### src/rtl/traffic_light.sv
// Two-way (NS/EW) intersection controller: Moore FSM NS_G -> NS_Y -> EW_G -> EW_Y, phases timed in tick pulses.
// Latency: lamp change is visible right after the clock edge that samples the terminal tick (0 extra cycles).
// Backpressure: none; tick is a free-running enable, each high cycle counts as one tick (no edge detect).
//
// Ports:
//   clk  - system clock, rising edge
//   rst  - synchronous active-high reset, forces NS green with a cleared phase counter
//   tick - time-unit enable from an external prescaler
//   ns_g/ns_y/ns_r, ew_g/ew_y/ew_r - lamp outputs, decoded only from the state register
module traffic_light #(
    parameter int NS_GREEN_TICKS  = 5,
    parameter int NS_YELLOW_TICKS = 2,
    parameter int EW_GREEN_TICKS  = 5,
    parameter int EW_YELLOW_TICKS = 2
) (
    input  logic clk,
    input  logic rst,
    input  logic tick,
    output logic ns_g,
    output logic ns_y,
    output logic ns_r,
    output logic ew_g,
    output logic ew_y,
    output logic ew_r
);

    localparam int MAX_NS = (NS_GREEN_TICKS > NS_YELLOW_TICKS) ? NS_GREEN_TICKS : NS_YELLOW_TICKS;
    localparam int MAX_EW = (EW_GREEN_TICKS > EW_YELLOW_TICKS) ? EW_GREEN_TICKS : EW_YELLOW_TICKS;
    localparam int MAX_D  = (MAX_NS > MAX_EW) ? MAX_NS : MAX_EW;
    // cnt only ever holds 0..DUR-1, so clog2 of the longest phase is enough.
    localparam int CW     = (MAX_D > 1) ? $clog2(MAX_D) : 1;

    localparam logic [CW-1:0] NSG_LAST = CW'(NS_GREEN_TICKS - 1);
    localparam logic [CW-1:0] NSY_LAST = CW'(NS_YELLOW_TICKS - 1);
    localparam logic [CW-1:0] EWG_LAST = CW'(EW_GREEN_TICKS - 1);
    localparam logic [CW-1:0] EWY_LAST = CW'(EW_YELLOW_TICKS - 1);

    localparam logic [1:0] S_NS_G = 2'd0;
    localparam logic [1:0] S_NS_Y = 2'd1;
    localparam logic [1:0] S_EW_G = 2'd2;
    localparam logic [1:0] S_EW_Y = 2'd3;

    logic [1:0]    state;
    logic [1:0]    state_nxt;
    logic [CW-1:0] cnt;
    logic [CW-1:0] last_cnt;

    // Per-state terminal count and successor. The default arm treats any
    // unexpected encoding as NS yellow so the controller falls back into
    // the normal sequence on the next terminal tick.
    always_comb begin
        last_cnt  = NSY_LAST;
        state_nxt = S_EW_G;
        case (state)
            S_NS_G: begin
                last_cnt  = NSG_LAST;
                state_nxt = S_NS_Y;
            end
            S_NS_Y: begin
                last_cnt  = NSY_LAST;
                state_nxt = S_EW_G;
            end
            S_EW_G: begin
                last_cnt  = EWG_LAST;
                state_nxt = S_EW_Y;
            end
            S_EW_Y: begin
                last_cnt  = EWY_LAST;
                state_nxt = S_NS_G;
            end
            default: begin
                last_cnt  = NSY_LAST;
                state_nxt = S_EW_G;
            end
        endcase
    end

    always_ff @(posedge clk) begin
        if (rst) begin
            state <= S_NS_G;
            cnt   <= '0;
        end else if (tick) begin
            if (cnt == last_cnt) begin
                state <= state_nxt;
                cnt   <= '0;
            end else begin
                cnt <= cnt + 1'b1;
            end
        end
    end

    // Moore decode: exactly one lamp per direction, and the crossing
    // direction is red whenever the other shows green or yellow.
    always_comb begin
        ns_g = 1'b0;
        ns_y = 1'b0;
        ns_r = 1'b0;
        ew_g = 1'b0;
        ew_y = 1'b0;
        ew_r = 1'b0;
        case (state)
            S_NS_G: begin
                ns_g = 1'b1;
                ew_r = 1'b1;
            end
            S_NS_Y: begin
                ns_y = 1'b1;
                ew_r = 1'b1;
            end
            S_EW_G: begin
                ew_g = 1'b1;
                ns_r = 1'b1;
            end
            S_EW_Y: begin
                ew_y = 1'b1;
                ns_r = 1'b1;
            end
            default: begin
                ns_y = 1'b1;
                ew_r = 1'b1;
            end
        endcase
    end

endmodule

### config.mk
export PLATFORM = sky130hd
export DESIGN_NAME = traffic_light
export DESIGN_NICKNAME = d
export VERILOG_FILES = /design/src/rtl/traffic_light.sv
export SDC_FILE = /design/constraint.sdc
export NUM_CORES = 1
export LEC_CHECK = 0
export ABC_AREA = 1
export BUFFER_PORTS_ARGS = -buffer_cell sky130_fd_sc_hd__buf_2
export CORE_AREA = 2 2 39 41
export DETAILED_ROUTE_END_ITERATION = 16
export DIE_AREA = 0 0 41 43
export MAX_ROUTING_LAYER = met4
export PLACE_DENSITY = 0.47
export SLEW_MARGIN = 20
export SYNTH_ARGS = -nofsm -noshare
export SYNTH_HDL_FRONTEND = slang
export SYNTH_SLANG_ARGS = --single-unit
### constraint.sdc
create_clock -name clk -period 3.1 [get_ports clk]
set_input_delay 0.775 -clock clk [delete_from_list [all_inputs] [get_ports clk]]
set_output_delay 0.775 -clock clk [all_outputs]
set_load 0.005 [all_outputs]
---- Word level (Yosys, flattened, before mapping) ----
Index checks and enable logic that the tools add are counted.
W data, S select, Z words.
word-level totals
  output and inout bits ................... 6
  register bits ........................... 5
  input bits .............................. 3
  word-level logic and storage cells ...... 22
operators by class
  multiplexer cells ....................... 9
  eq/ne operators ......................... 4
  reduce and logical (&&, ||, !) cells .... 6
  $add $sub $neg .......................... 1
operator list
  cell                   count
  $pmux W2 S4            1
  $reduce_or A2 Y1       4
  $mux W1                6
  $pmux W3 S2            1
  $eq A2 B2 Y1 const B   2
  $add A3 B1 Y3 const B  1
  $eq A3 B3 Y1           1
  $mux W3                1
  $eq A2 B1 Y1 const B   1
  $logic_not A2 Y1       1
  $reduce_and A2 Y1      1

---- Logic depth before layout (Yosys ltp) ----
Gate-level depths: netlist of run 1.
  word-level depth ........................ 5
  gate-level depth with buffers ........... 7

---- Worst setup path after synthesis of run 1 ----
Ideal clock, no wire load.
  path type ............................... flip-flop to output port
  start ................................... reg state[0]
  end ..................................... out ew_r
  stages on the path, launching flop included .. 4
  setup slack ............................. 1.301 ns
  data arrival time ....................... 1.024 ns
  cell sequence ........................... dfxtp_1 > inv_2 > ha_1 > or2_2
on the way
  longest elaborated chain between the ends .. 3
ends and longest elaborated chain
  element                                           line  text
  start: declaration                                43    logic [1:0] state;
  start signal: assignment                          84    state <= state_nxt;
  $eq A2 B1 Y1 or $logic_not A2 Y1 (tied branches)  101   case (state)
  $reduce_or A2 Y1 (no source line) *               --
  $mux W1 *                                         101
  end: declaration                                  24    output logic ew_r
Mark *: on every way between the ends. The rest lies on a longest branch, timed or not.

---- Worst setup path in the final report of run 1 ----
Same ends and word-level chain as after synthesis.

==> metrics.md, run 1 <==
| Metric | Value |
|---|---|
| Tightest Hold Check Type | reg2reg |
| CP startpoint | state[0]$_SDFFE_PP0P_ |
| Share of async-settable or async-resettable flops after synthesis | 0 |
| Fmax achieved | 453 MHz |
| DRC violation count after routing | 0 |
| Outcome | completed |
| Area contributors post-synth | dfxtp_1 (28%), ha_1 (18%), nand2_1 (11%) |
| Buffer depth of the longest clock path | 2 |
| Chain of cells forming the critical path | inv_2 > ha_1 > or2_2 > buf_2 |
| First-pass iteration count of the detailed router | 4 |
| Clock-pin slew on the worst setup and hold paths | 40 ps |
| Worst R2R End | state[0]$_SDFFE_PP0P_ |
| Critical Path Sink | ew_r |
| Buffer type at the clock tree root | clkbuf_4 |
| GR Overflow Total | 0 |
| Skew final | 3.99 ps |
| CP max-delay cell | dfxtp_1 |
| Synth Net Count | 58 |
| CTS tree | done |
| Top-count cell post-synth | nand2_1 |
| Post-route core utilization | 0.316 |
| Global Route Usage Sum | 0.0969 |
| Detailed router's first-iteration violation count | 4 |
| Syn-to-layout area delta | 22.8% |
| Avg Inst Size Synth | 7.13 um2 |
| Worst slew margin relative to its limit | 0.823 |
| Max-capacitance violation count | 0 |
| Post-CTS Repair Setup Buffers | 0 |
| Final design instance area without fill | 438 um2 |
| Count of antenna diodes in the layout | 0 |
| Setup violation total in the final timing report | 0 |
| Clock buffers created by TritonCTS | 3 |
| Worst path arrival time | 1430 ps |
| Final critical delay including setup and external delays | 2210 ps |
| Leading area contributor after synthesis | dfxtp_1 |
| Number of routed nets with antenna violations | 0 |
| RSZ-0062 raised after global routing | no |
| Required time of the critical path | 2320 ps |
| Register bit count reported by yosys | 5 |
| Unique cell type count in the Yosys netlist | 17 |
| Type of element capturing the critical path | output pin |
| Clock sinks | 5 |
| Post-Place Worst Slack | 1130 ps |
| Top cells by count, synth | nand2_1 (10), nor2_1 (8), inv_1 (6), dfxtp_1 (5), ha_1 (5) |
| Crit start category | flop |
| Classification of the worst setup path | reg2out |
| Layout cells sized above 1 | 0.295 |
| Maximum number of pins on one net before global-route repair | 9 |
| Final Routed Wirelength | 641 um |
| Launching point of the worst reg2reg path | state[0]$_SDFFE_PP0P_ |
| Critical path buffers and inverters | 2 |
| Mean number of vias per cell | 4.21 |
| Initial core utilization | 0.258 |
| Post-synth EDFFs | 0 |
| Number of levels in the clock H-tree | 1 |
| Primary flip-flop cell chosen by synthesis mapping | dfxtp_1 |
| Non-Filler Instances | 77 |
| DP HPWL | 506 um |
| Core area | 1380 um2 |
| DR vias | 324 |
| Slowest cell delay on critical path | 460 ps |
| Row Count | 14 |
| Crit. path cell count | 4 |
| # hold bufs at CTS | 0 |
| Worst Setup Slack, final | 891 ps |
| Logic depth of the worst register-to-register path | 6 |
| Post-Synthesis Cells | 50 |
| Wire per inst | 8.32 um |
| Period utilization | 0.713 |
| Cell type group with the largest total delay on the critical path | flip-flops |
| Routability congestion estimate from global placement | 0.702 |
| Reg2reg setup slack | 1870 ps |
| Placed instance count | 73 |
| Crit-path max FO | 8 |
| Yosys Warn Count | 0 |
| Worst supply voltage drop on vdd | 0.218 mV |
| Area after DPL | 412 um2 |
| Area of the die | 1760 um2 |
| Chip Width | 41 um |
| Post_cts resized | 0 |
| Die Y-Extent | 43 um |
| TNS Setup | 0 ps |
| Number of global-route vias before repair | 276 |
| Pins Over Slew Limit | 0 |
| I/O pin count | 9 |
| Leakage power total | 0.222 nW |
| Number of antenna violations at the first check in global routing | 0 |
| Combined area of all synthesized cells | 357 um2 |
| Power per cell area | 390 nW/um2 |
| Total of buffers placed on input and output ports | 8 |
| Wire length of the first global-routing pass | 1080 um |
| Skew-Pair Late Insertion Delay | 240 ps |
| Register area share after synthesis | 0.281 |
| Share of the synthesized area in the top cell type | 0.281 |
| Final hold viol count | 0 |
| Final net count | 70 |
| Worst Max-Slew Pin Slew | 265 ps |
[cell usage in the layout (no fill, tap or decap), drive strengths merged]
cell type,count
nand4,2
xor2,1
nor2,9
xnor2,1
inv,8
clkbuf,4
and3,1
nand2,10
o21ai,2
nand3,1
or2,2
dfxtp,5
nor3,2
ha,5
buf,8
[layer usage]
layer  up-vias  wire (um)  GRT usage
met5         -          0          -
met4         0         22      0.100
met3         4         45     0.0314
met2        13        251      0.116
met1       130        322      0.117
li1        177          -          -
[worst min path at each step]
stage                               start                     to  depth (start not counted)
detailed placement  state[1]$_SDFFE_PP0P_  state[1]$_SDFFE_PP0P_                          2
CTS                 state[1]$_SDFFE_PP0P_  state[1]$_SDFFE_PP0P_                          2
global placement    state[1]$_SDFFE_PP0P_  state[1]$_SDFFE_PP0P_                          2
global route        state[1]$_SDFFE_PP0P_  state[1]$_SDFFE_PP0P_                          2
floorplan           state[1]$_SDFFE_PP0P_  state[1]$_SDFFE_PP0P_                          2
finish              state[1]$_SDFFE_PP0P_  state[1]$_SDFFE_PP0P_                          2
[flip-flops by register name, summed over array words and instances (netlist names)]
name	count
cnt	3
state	2
[logic make-up after synthesis]
kind of cell | Yosys count | synth area share
buf+inv | 9 | 0.0982
simple gates | 27 | 0.368
xor+xnor | 2 | 0.0491
flops | 5 | 0.281
fa+ha+maj | 5 | 0.175
compound gates | 2 | 0.0280
[final cells by class]
type                    count  area, um2
inverters                   8       30.0
well taps                  16       20.0
clock buffers               4       26.3
repair buffers              8       40.0
fillers                   141        946
flip-flops and latches      5        100
multi-input cells          36        221
[worst min-delay path: stages (launching register included)]
cell and delay, ps:
dfxtp_1 340, nor2_1 110, nor2_1 50
[per-stage QoR]
| stage | hold WS, ps | total power, mW |
|---|---|---|
| global route | 591 | 0.183 |
| CTS | 529 | 0.174 |
| detailed placement | 524 | 0.0969 |
| floorplan | 497 | 0.0909 |
| finish | 534 | 0.171 |
| global placement | 528 | 0.0970 |
[report_power, final]
group / switching, mW / leakage, nW / internal, mW
combinational: 0.0129 / 0.166 / 0.0107
clock: 0.0267 / 0.0150 / 0.0487
sequential: 0.00407 / 0.0407 / 0.0679
(Power assumes the default switching activity.)
==> inputs of run 2 (changes only) <==
- ABC_AREA: 1 -> 0
- clock period: 3.1 -> 2.2 ns (I/O delays scaled with it)
==> metrics.md, run 2 <==
| Metric | Value |
|---|---|
| Outcome | completed |
| GR Overflow Total | 0 (unchanged) |
| RSZ-0062 raised after global routing | no |
| Max-capacitance violation count | 0 (unchanged) |
| Met1 capacity usage during global routing | 0.117 (unchanged) |
| Mean number of vias per cell | 4.54 (+7.9%) |
| Pins Over Slew Limit | 0 (unchanged) |
| Most frequent standard cell in the layout excluding fill and tap cells | buf_2 |
| Crit-path max FO | 6 (-2) |
| Hold Path Sink | state[0]$_SDFFE_PP0P_ |
| DRC violation count after routing | 0 (unchanged) |
| Period utilization | 0.892 |
| Clock-pin slew on the worst setup and hold paths | 40 ps (about the same) |
| Type of element capturing the critical path | output pin |
| Met3 usage | 0.0785 (+0.0471) |
| Detailed router's first-iteration violation count | 1 (-3) |
| Die Y-Extent | 43 um (unchanged) |
| Layout cells sized above 1 | 0.347 (+0.0519) |
| Maximum number of pins on one net before global-route repair | 9 (unchanged) |
| Avg Inst Size Synth | 9.64 um2 (+35%) |
| Share of the synthesized area in the top cell type | 0.281 (unchanged) |
| Number of inserted filler cells in the final layout | 157 (+11%) |
| Post_cts resized | 0 (unchanged) |
| Count of antenna diodes in the layout | 0 (unchanged) |
| Worst slew margin relative to its limit | 0.845 (+0.0225) |
| Wire length of the first global-routing pass | 1070 um (-0.65%) |
| Power per cell area | 538 nW/um2 (+38%) |
| TNS Setup | 0 ps (unchanged) |
| Post-synth EDFFs | 0 (unchanged) |
| Combined area of all synthesized cells | 357 um2 (unchanged) |
| Yosys Warn Count | 0 (unchanged) |
| Number of global-route vias before repair | 259 (-6.2%) |
| Most frequent cells in the layout | buf_2 (8), ha_1 (5), dfxtp_1 (5) |
| Share of async-settable or async-resettable flops after synthesis | 0 (unchanged) |
| Synth Net Count | 45 (-22%) |
| Number of routed nets with antenna violations | 0 (unchanged) |
| Global routing usage on met2 | 0.125 (+0.00937) |
| CTS tree | done |
| Required time of the critical path | 1650 ps (-670 ps) |
| Reg2reg setup slack | 940 ps (-930 ps) |
| First-pass iteration count of the detailed router | 2 (-2) |
| I/O pin count | 9 (unchanged) |
| Number of levels in the clock H-tree | 1 (unchanged) |
| Leading registers by flop count | cnt: 3 flops, state: 2 flops |
| Global-route layer with the greatest usage | met2 |
| Skew final | 2.23 ps (-1.76 ps) |
| Worst supply voltage drop on vdd | 0.241 mV (+11%) |
| Post-route core utilization | 0.320 (+0.00362) |
| Tightest Hold Check Type | reg2reg |
| Top cells by count, synth | dfxtp_1 (5), ha_1 (5) |
| Setup violation total in the final timing report | 0 (unchanged) |
| # hold bufs at CTS | 0 (unchanged) |
| Worst Max-Slew Pin Slew | 232 ps (-33.8 ps) |
| Core area | 1380 um2 (unchanged) |
| Area used by multi-input combinational logic | 249 um2 (+12%) |
| Initial core utilization | 0.258 (unchanged) |
| Register area share after synthesis | 0.281 (unchanged) |
| Clock buffers created by TritonCTS | 3 (unchanged) |
| Clock sinks | 5 (unchanged) |
| Number of flip-flops in the largest register | 3 (unchanged) |
| Row Count | 14 (unchanged) |
| Leading area contributor after synthesis | dfxtp_1 |
| Area of the die | 1760 um2 (unchanged) |
| Syn-to-layout area delta | 24.2% |
| Total of buffers placed on input and output ports | 8 (unchanged) |
| Number of antenna violations at the first check in global routing | 0 (unchanged) |
| DP HPWL | 532 um (+5.1%) |
| Unique cell type count in the Yosys netlist | 22 (+5) |
| Hold path startpoint | cnt[2]$_SDFFE_PP0P_ |
| Area taken by flip-flops and latches | 100 um2 (unchanged) |
| Hold Worst Slack | 565 ps (+31.6 ps) |
| Register containing the most flip-flops in the final layout | cnt |
| Routability congestion estimate from global placement | 0.685 (-2.4%) |
| Area contributors post-synth | dfxtp_1 (28%), ha_1 (18%), mux2i_1 (5.6%) |
| Launching point of the worst reg2reg path | state[0]$_SDFFE_PP0P_ |
| Post-Synthesis Cells | 37 (-26%) |
| Crit start category | flop |
| Global Route Usage Sum | 0.0938 (-0.00309) |
| Buffer type at the clock tree root | clkbuf_4 |
| Worst path arrival time | 1410 ps (-20 ps) |
| DR vias | 295 (-9.0%) |
| Buffer depth of the longest clock path | 2 (unchanged) |
| Chip Width | 41 um (unchanged) |
| Classification of the worst setup path | reg2out |
| Post-CTS Repair Setup Buffers | 0 (unchanged) |
| Fmax achieved | 510 MHz |
| Final critical delay including setup and external delays | 1960 ps |
| Final net count | 58 (-17%) |
| Leakage power total | 0.188 nW (-15%) |
| Skew-Pair Late Insertion Delay | 240 ps (about the same) |
| Logic depth of the worst register-to-register path | 5 (-1) |
| Worst R2R End | state[0]$_SDFFE_PP0P_ |
| Worst Hold Path Cells | 2 (unchanged) |
| Wire per inst | 10.3 um (+24%) |
| Register bit count reported by yosys | 5 (unchanged) |
| Final hold viol count | 0 (unchanged) |
| Final Routed Wirelength | 671 um (+4.7%) |
| Primary flip-flop cell chosen by synthesis mapping | dfxtp_1 |
run 2: power by group:
part,switching [mW],internal (mW)
Clock,0.0382,0.0686
Combinational,0.0125,0.0166
Sequential,0.00662,0.0958
run 2: cells by family (layout without fill, tap and decap cells):
logic type               after synthesis  after routing  synth area share
AO/OA/AOI/OAI                          8              8             0.165
adder cells (fa/ha/maj)                5              5             0.175
buffers and inverters                  2             14            0.0211
flip-flops                             5              5             0.281
multiplexers                           2              2            0.0561
AND/OR/NAND/NOR                       15             15             0.302
run 2: layer usage:
layer	share of wire	vias up
met4	0	0
met3	0.080	0
met1	0.47	129
met2	0.45	10
li1	-	156
met5	0	-
run 2: worst max-delay path by stage:
stage | from | to | depth (start not counted)
final | state[0]$_SDFFE_PP0P_ | ew_r | 4
after global routing | state[0]$_SDFFE_PP0P_ | ew_r | 4
after CTS | state[0]$_SDFFE_PP0P_ | ew_r | 4
after detailed placement | state[0]$_SDFFE_PP0P_ | ew_r | 4
after global placement | state[0]$_SDFFE_PP0P_ | ew_r | 4
after floorplan | state[0]$_SDFFE_PP0P_ | ew_r | 3
run 2: per-stage QoR:
stage	instance area (um2)	power (mW)	cells	setup slack [ps]
after floorplan	357	0.124	37	641
after global placement	417	0.134	61	504
after detailed placement	417	0.134	61	473
after CTS	443	0.243	65	220
after global routing	443	0.253	65	123
final	443	0.238	65	238
run 2: final cells by class:
cell class,count,share of cell area
timing repair buffer,8,0.0904
multi-input combinational,30,0.562
inverter,2,0.0169
sequential,5,0.226
clock buffer,4,0.0593
tap,16,0.0452
run 2: worst max-delay path: stages, from the launching register on:
cell,delay [ps]
dfxtp_1,410
inv_1,100
ha_1,240
or2_2,290
buf_2,120
